[config.mk]
export PLATFORM = sky130hd
export DESIGN_NAME = alu_seq_flat
export DESIGN_NICKNAME = d
export VERILOG_FILES = /design/src/rtl/alu_seq_if.sv /design/src/rtl/alu_seq.sv /design/src/flat_wrapper.sv
export SDC_FILE = /design/constraint.sdc
export NUM_CORES = 1
export LEC_CHECK = 0
export CORE_ASPECT_RATIO = 0.7
export CORE_MARGIN = 10
export CORE_UTILIZATION = 36
export DETAILED_ROUTE_END_ITERATION = 12
export PLACE_DENSITY = 0.75
export SLEW_MARGIN = 20
export SYNTH_ARGS = -nofsm -noshare
export SYNTH_HDL_FRONTEND = slang
export SYNTH_SLANG_ARGS = --single-unit
[constraint.sdc]
create_clock -name clk -period 1.4 [get_ports clk]
set_input_delay 0.28 -clock clk [delete_from_list [all_inputs] [get_ports clk]]
set_output_delay 0.28 -clock clk [all_outputs]
set_load 0.01 [all_outputs]
[src/rtl/alu_seq_if.sv]
// Command/response and downstream ALU8 signals of alu_seq.
// out_zero exists only when ALU_SEQ_ZFLAG_EN is defined.
interface alu_seq_if;
    logic       in_valid;
    logic       in_ready;
    logic [3:0] in_cmd;
    logic [7:0] in_data;
    logic [2:0] alu_mode;
    logic [7:0] alu_a;
    logic [7:0] alu_b;
    logic [7:0] alu_x;
    logic       out_valid;
    logic       out_ready;
    logic [7:0] out_data;
    logic       out_err;
`ifdef ALU_SEQ_ZFLAG_EN
    logic       out_zero;

    modport slave (
        input  in_valid, in_cmd, in_data, alu_x, out_ready,
        output in_ready, alu_mode, alu_a, alu_b, out_valid, out_data, out_err, out_zero
    );

    modport master (
        output in_valid, in_cmd, in_data, alu_x, out_ready,
        input  in_ready, alu_mode, alu_a, alu_b, out_valid, out_data, out_err, out_zero
    );
`else
    modport slave (
        input  in_valid, in_cmd, in_data, alu_x, out_ready,
        output in_ready, alu_mode, alu_a, alu_b, out_valid, out_data, out_err
    );

    modport master (
        output in_valid, in_cmd, in_data, alu_x, out_ready,
        input  in_ready, alu_mode, alu_a, alu_b, out_valid, out_data, out_err
    );
`endif
endinterface

[src/rtl/alu_seq.sv]
// Sequencer wrapping an external combinational ALU8 around an 8-bit accumulator.
// Optional zero flag output enabled by macro ALU_SEQ_ZFLAG_EN.
module alu_seq #(
    parameter logic [7:0] ACC_INIT = 8'h00
) (
    input logic       clk,
    input logic       rst,
    alu_seq_if.slave  bus
);

    typedef enum logic [1:0] {StIdle, StExec, StDone} state_e;

    state_e     state_q, state_d;
    logic [3:0] cmd_q;
    logic [7:0] opnd_q;
    logic [7:0] acc_q, acc_d;
    logic       err_q, err_d;
    logic       capture;
    logic       update;
    logic       mode_legal;

    assign mode_legal = (cmd_q[2:0] <= 3'd4);

    always_ff @(posedge clk or posedge rst) begin
        if (rst) begin
            state_q <= StIdle;
        end else begin
            state_q <= state_d;
        end
    end

    always_comb begin
        state_d = state_q;
        capture = 1'b0;
        update  = 1'b0;
        unique case (state_q)
            StIdle: begin
                if (bus.in_valid) begin
                    capture = 1'b1;
                    state_d = StExec;
                end
            end
            StExec: begin
                update  = 1'b1;
                state_d = StDone;
            end
            StDone: begin
                if (bus.out_ready) begin
                    state_d = StIdle;
                end
            end
            default: state_d = StIdle;
        endcase
    end

    // LOAD bypasses the ALU; an illegal mode leaves the accumulator untouched.
    always_comb begin
        acc_d = acc_q;
        err_d = 1'b0;
        if (cmd_q[3]) begin
            acc_d = opnd_q;
        end else if (mode_legal) begin
            acc_d = bus.alu_x;
        end else begin
            err_d = 1'b1;
        end
    end

    always_ff @(posedge clk or posedge rst) begin
        if (rst) begin
            cmd_q  <= 4'h0;
            opnd_q <= 8'h00;
            acc_q  <= ACC_INIT;
            err_q  <= 1'b0;
        end else begin
            if (capture) begin
                cmd_q  <= bus.in_cmd;
                opnd_q <= bus.in_data;
            end
            if (update) begin
                acc_q <= acc_d;
                err_q <= err_d;
            end
        end
    end

    assign bus.in_ready  = (state_q == StIdle);
    assign bus.out_valid = (state_q == StDone);
    assign bus.out_data  = acc_q;
    assign bus.out_err   = err_q;
    assign bus.alu_mode  = cmd_q[2:0];
    assign bus.alu_a     = acc_q;
    assign bus.alu_b     = opnd_q;

`ifdef ALU_SEQ_ZFLAG_EN
    assign bus.out_zero = (acc_q == 8'h00);
`endif

endmodule

[src/flat_wrapper.sv]
// flat-port wrapper written by rule: the top's interface ports become plain ports
module alu_seq_flat 
#(
    parameter logic [7:0] ACC_INIT = 8'h00
)
  (clk, rst, bus_in_valid, bus_in_cmd, bus_in_data, bus_alu_x, bus_out_ready, bus_in_ready, bus_alu_mode, bus_alu_a, bus_alu_b, bus_out_valid, bus_out_data, bus_out_err);
  alu_seq_if bus_i ();
  input logic clk;
  input logic rst;
  input wire logic [$bits(bus_i.in_valid)-1:0] bus_in_valid;
  input wire logic [$bits(bus_i.in_cmd)-1:0] bus_in_cmd;
  input wire logic [$bits(bus_i.in_data)-1:0] bus_in_data;
  input wire logic [$bits(bus_i.alu_x)-1:0] bus_alu_x;
  input wire logic [$bits(bus_i.out_ready)-1:0] bus_out_ready;
  output wire logic [$bits(bus_i.in_ready)-1:0] bus_in_ready;
  output wire logic [$bits(bus_i.alu_mode)-1:0] bus_alu_mode;
  output wire logic [$bits(bus_i.alu_a)-1:0] bus_alu_a;
  output wire logic [$bits(bus_i.alu_b)-1:0] bus_alu_b;
  output wire logic [$bits(bus_i.out_valid)-1:0] bus_out_valid;
  output wire logic [$bits(bus_i.out_data)-1:0] bus_out_data;
  output wire logic [$bits(bus_i.out_err)-1:0] bus_out_err;
  assign bus_i.in_valid = bus_in_valid;
  assign bus_i.in_cmd = bus_in_cmd;
  assign bus_i.in_data = bus_in_data;
  assign bus_i.alu_x = bus_alu_x;
  assign bus_i.out_ready = bus_out_ready;
  assign bus_in_ready = bus_i.in_ready;
  assign bus_alu_mode = bus_i.alu_mode;
  assign bus_alu_a = bus_i.alu_a;
  assign bus_alu_b = bus_i.alu_b;
  assign bus_out_valid = bus_i.out_valid;
  assign bus_out_data = bus_i.out_data;
  assign bus_out_err = bus_i.out_err;
  alu_seq #(.ACC_INIT(ACC_INIT)) u_core (.clk(clk), .rst(rst), .bus(bus_i));
endmodule
==> summary.md <==
| Metric | Value |
|---|---|
| Library cells used by synthesis | `12` |
| Syn_area_per_cell | `between 10 and 15 sq um` |
| Crit path buf inv count | `1` |
| Yosys reg bits | `23` |
| Highest Signal Layer | `met4` |
| Max Cap Violations | `0` |
| Minimum clock period | `about 1.4 ns` |
| Top cell family by delay on the critical path | `flip-flops` |
| Met3 WL post-DR | `around 330 microns` |
| Final WL | `roughly 2800 microns` |
| Die Height | `66.5 microns` |
| First-pass GRT wire length | `approximately 4400 microns` |
| Clk sinks | `23` |
| Core area | `roughly 2900 sq um` |
| Register area share after synthesis | `51.7%` |
| Tcrit/Tclk final | `a little over nine tenths` |
| GRT Residual Overflow | `0` |
| Nets | `~150` |
| Maximum vdd drop | `between 1 and 1.5 mV` |
| Post-place setup slack | `-0.112 ns` |
| Full die area | `5750 sq um` |
| Startpoint Class | `flop` |
| Final setup vio count | `0` |
| Area share of the largest cell type after synthesis | `51.7%` |
| Ys Warns | `0` |
| Setup Fix Bufs, Post-CTS | `0` |
| Flop2flop setup slack | `~0.06 ns` |
| Worst-case reg-to-reg path depth | `4` |
| CP max FO | `3` |
| Wire per inst | `approximately 17 microns` |
| Crit path max-delay cell type | `dfrtp_1` |
| Routability cong. | `approximately 0.79` |
| Met2 wire len | `1150 microns` |
| CP peak stage delay | `around 0.39 ns` |
| Largest buffer count on any clock path | `2` |
| Status | `finished, final reports clean` |
| Placed Instances | `160` |
| Io pins | `between 50 and 60` |
| Vias post-DR | `741` |
| Fin cells | `164` |
| Hold crit path type | `input port to async pin` |
| Largest net degree at the start of global routing | `14` |
| Cts bufs inserted | `3` |
| DR vias/cell | `between 4 and 5` |
| Number of global-route vias before repair | `about 850` |
| Most frequent cells in the layout | `29 x dlygate4sd2_1, 23 x clkdlybuf4s50_1, 23 x dfrtp_1` |
| Filler cells | `between 200 and 300` |
| Arrival @ worst endpoint | `around 1.1 ns` |
| Synth area leaders | `dfrtp_1 52%, mux2_2 18%, mux2_4 12%` |
| Htree depth | `1` |
| Buffers on Ports | `between 50 and 60` |
| Met1 WL | `around 1300 microns` |
| Worst-skew pair later-pin latency | `roughly 0.26 ns` |
| Clock slew at reported path FFs | `~0.080 ns` |
| Final Max Slew Viols | `0` |
| Area occupied by multi-input gates | `approximately 400 sq um` |
| Diodes inserted | `0` |
| Mapped Area | `1110 sq um` |
| Share of layout cells above drive strength 1 | `between 30% and 40%` |
| Design Area, Final | `between 1500 and 2000 sq um` |
| Fmax | `roughly 0.72 GHz` |
| Placed Area | `between 1500 and 2000 sq um` |
| Power Dens Cells | `2190 nW/um^2` |
| Synth area leader | `dfrtp_1` |
| Post-route total power | `roughly 0.0036 W` |
| Crit Path Category | `flop to output pin` |
| Clock Skews | `0.00290 ns` |
| Synthesized net count | `a little over 100` |
| Final Hold Fails | `0` |
| Register area | `~580 sq um` |
| Worst slew margin | `between 80% and 90%` |
| Die Width | `slightly below 90 microns` |
| Tot GR Track Use | `9.78%` |
| CTS tree | `built` |
| Final worst setup slack | `roughly 0.017 ns` |
| WHS | `0.339 ns` |
| Actual slew at the worst max-slew pin | `approximately 0.17 ns` |
| Leakage Power | `between 0.7 and 0.8 nW` |
| Unrepaired setup endpoints after global routing | `yes` |
| CP Cell Sequence | `nor2b_1, clkdlybuf4s15_2` |
| Antenna violations before repair | `0` |
| Most common cell after layout, fill and taps aside | `dlygate4sd2_1` |
| Syn Inst Count | `78` |
| ANT nets after route | `0` |
| CP Depth | `2` |
| 1st-iter DRT viols | `11` |
| Dpl hpwl | `around 2200 microns` |
| Initial Util | `between 30 and 40%` |
| FP Rows | `16` |
| Layout area overhead | `48.0%` |
| Root buffer cell | `clkbuf_8` |
| Worst path required time | `approximately 1.1 ns` |
| Worst setup EP type | `output pin` |
| Drt drc | `0` |
| DRT Pass-1 Iters | `2` |
what timing repair did:
action / in CTS / in global routing
resized for setup: 32 / 0
setup endpoints to repair: 30 / 6
cloned: 0 / 0
hold buffers: 0 / 0
cell type report:
cell class	count	share of cell area (%)
well taps	36	2.73
inverters	3	0.683
flip-flops and latches	23	34.9
multi-input cells	37	24.4
repair buffers	61	34.5
clock buffers	3	2.51
clock inverters	1	0.304
worst reg2reg max path, delay by kind of cell, from the launching register on:
kind,cells,cell delay [ns]
and+or+nand+nor,1,0.18
buffers and inverters,1,0.18
AOI/OAI and AO/OA,1,0.18
muxes,1,0.31
DFF,1,0.38
through the flow:
| stage | utilization (%) | setup TNS [ns] |
|---|---|---|
| after floorplan | - | 0 |
| after global placement | 56.8 | -0.992 |
| after detailed placement | 56.8 | -1.18 |
| after CTS | 57.2 | 0 |
| after global routing | 57.2 | -0.187 |
| final | 57.2 | 0 |
cells by family (layout without fill, tap and decap cells):
group | after synthesis | after routing | share of synthesized area [%]
multiplexers | 28 | 28 | 31.3
flip-flops | 23 | 23 | 51.7
buffers and inverters | 18 | 68 | 12.5
AND/OR/NAND/NOR | 7 | 7 | 3.03
AO/OA/AOI/OAI | 2 | 2 | 1.46
cells in the mapped netlist:
cell type	number
and2_1	1
o31a_1	1
nor2_1	4
buf_4	11
mux2_4	9
dfrtp_1	23
mux2_2	18
mux2_1	1
a21o_1	1
nor2b_1	2
buf_6	4
inv_1	3
final timing paths:
check,from,to
worst max-delay path,u_core.state_q[1],bus_out_valid
worst min-delay path,rst,u_core.bus.alu_b[5]
worst max register to register,u_core.state_q[0],u_core.bus.alu_a[6]
worst min register to register,u_core.bus.out_err,u_core.bus.out_err
max in group asynchronous,rst,u_core.bus.alu_a[3]
min in group clk,u_core.bus.out_err,u_core.bus.out_err
per-layer routing:
metal	vias up	global-route usage, %
met5	-	0
met4	0	1.81
met3	2	6.08
met2	41	14.7
met1	347	11.7
li1	351	-
sequential cells by signal, summed over array words and instances (netlist names):
signal,flops
u_core.state_q,2
u_core.bus.alu_b,8
u_core.bus.out_err,1
u_core.bus.alu_a,8
u_core.cmd_q,4
power breakdown:
group          internal [W]  leakage, nW  total [W]  switching, W
logic               0.00118        0.473    0.00196      0.000774
clock network      0.000198       0.0255   0.000393      0.000195
registers           0.00101        0.271    0.00126      0.000251
total               0.00239        0.770    0.00361       0.00122
Power figures use the tool's default switching activity.
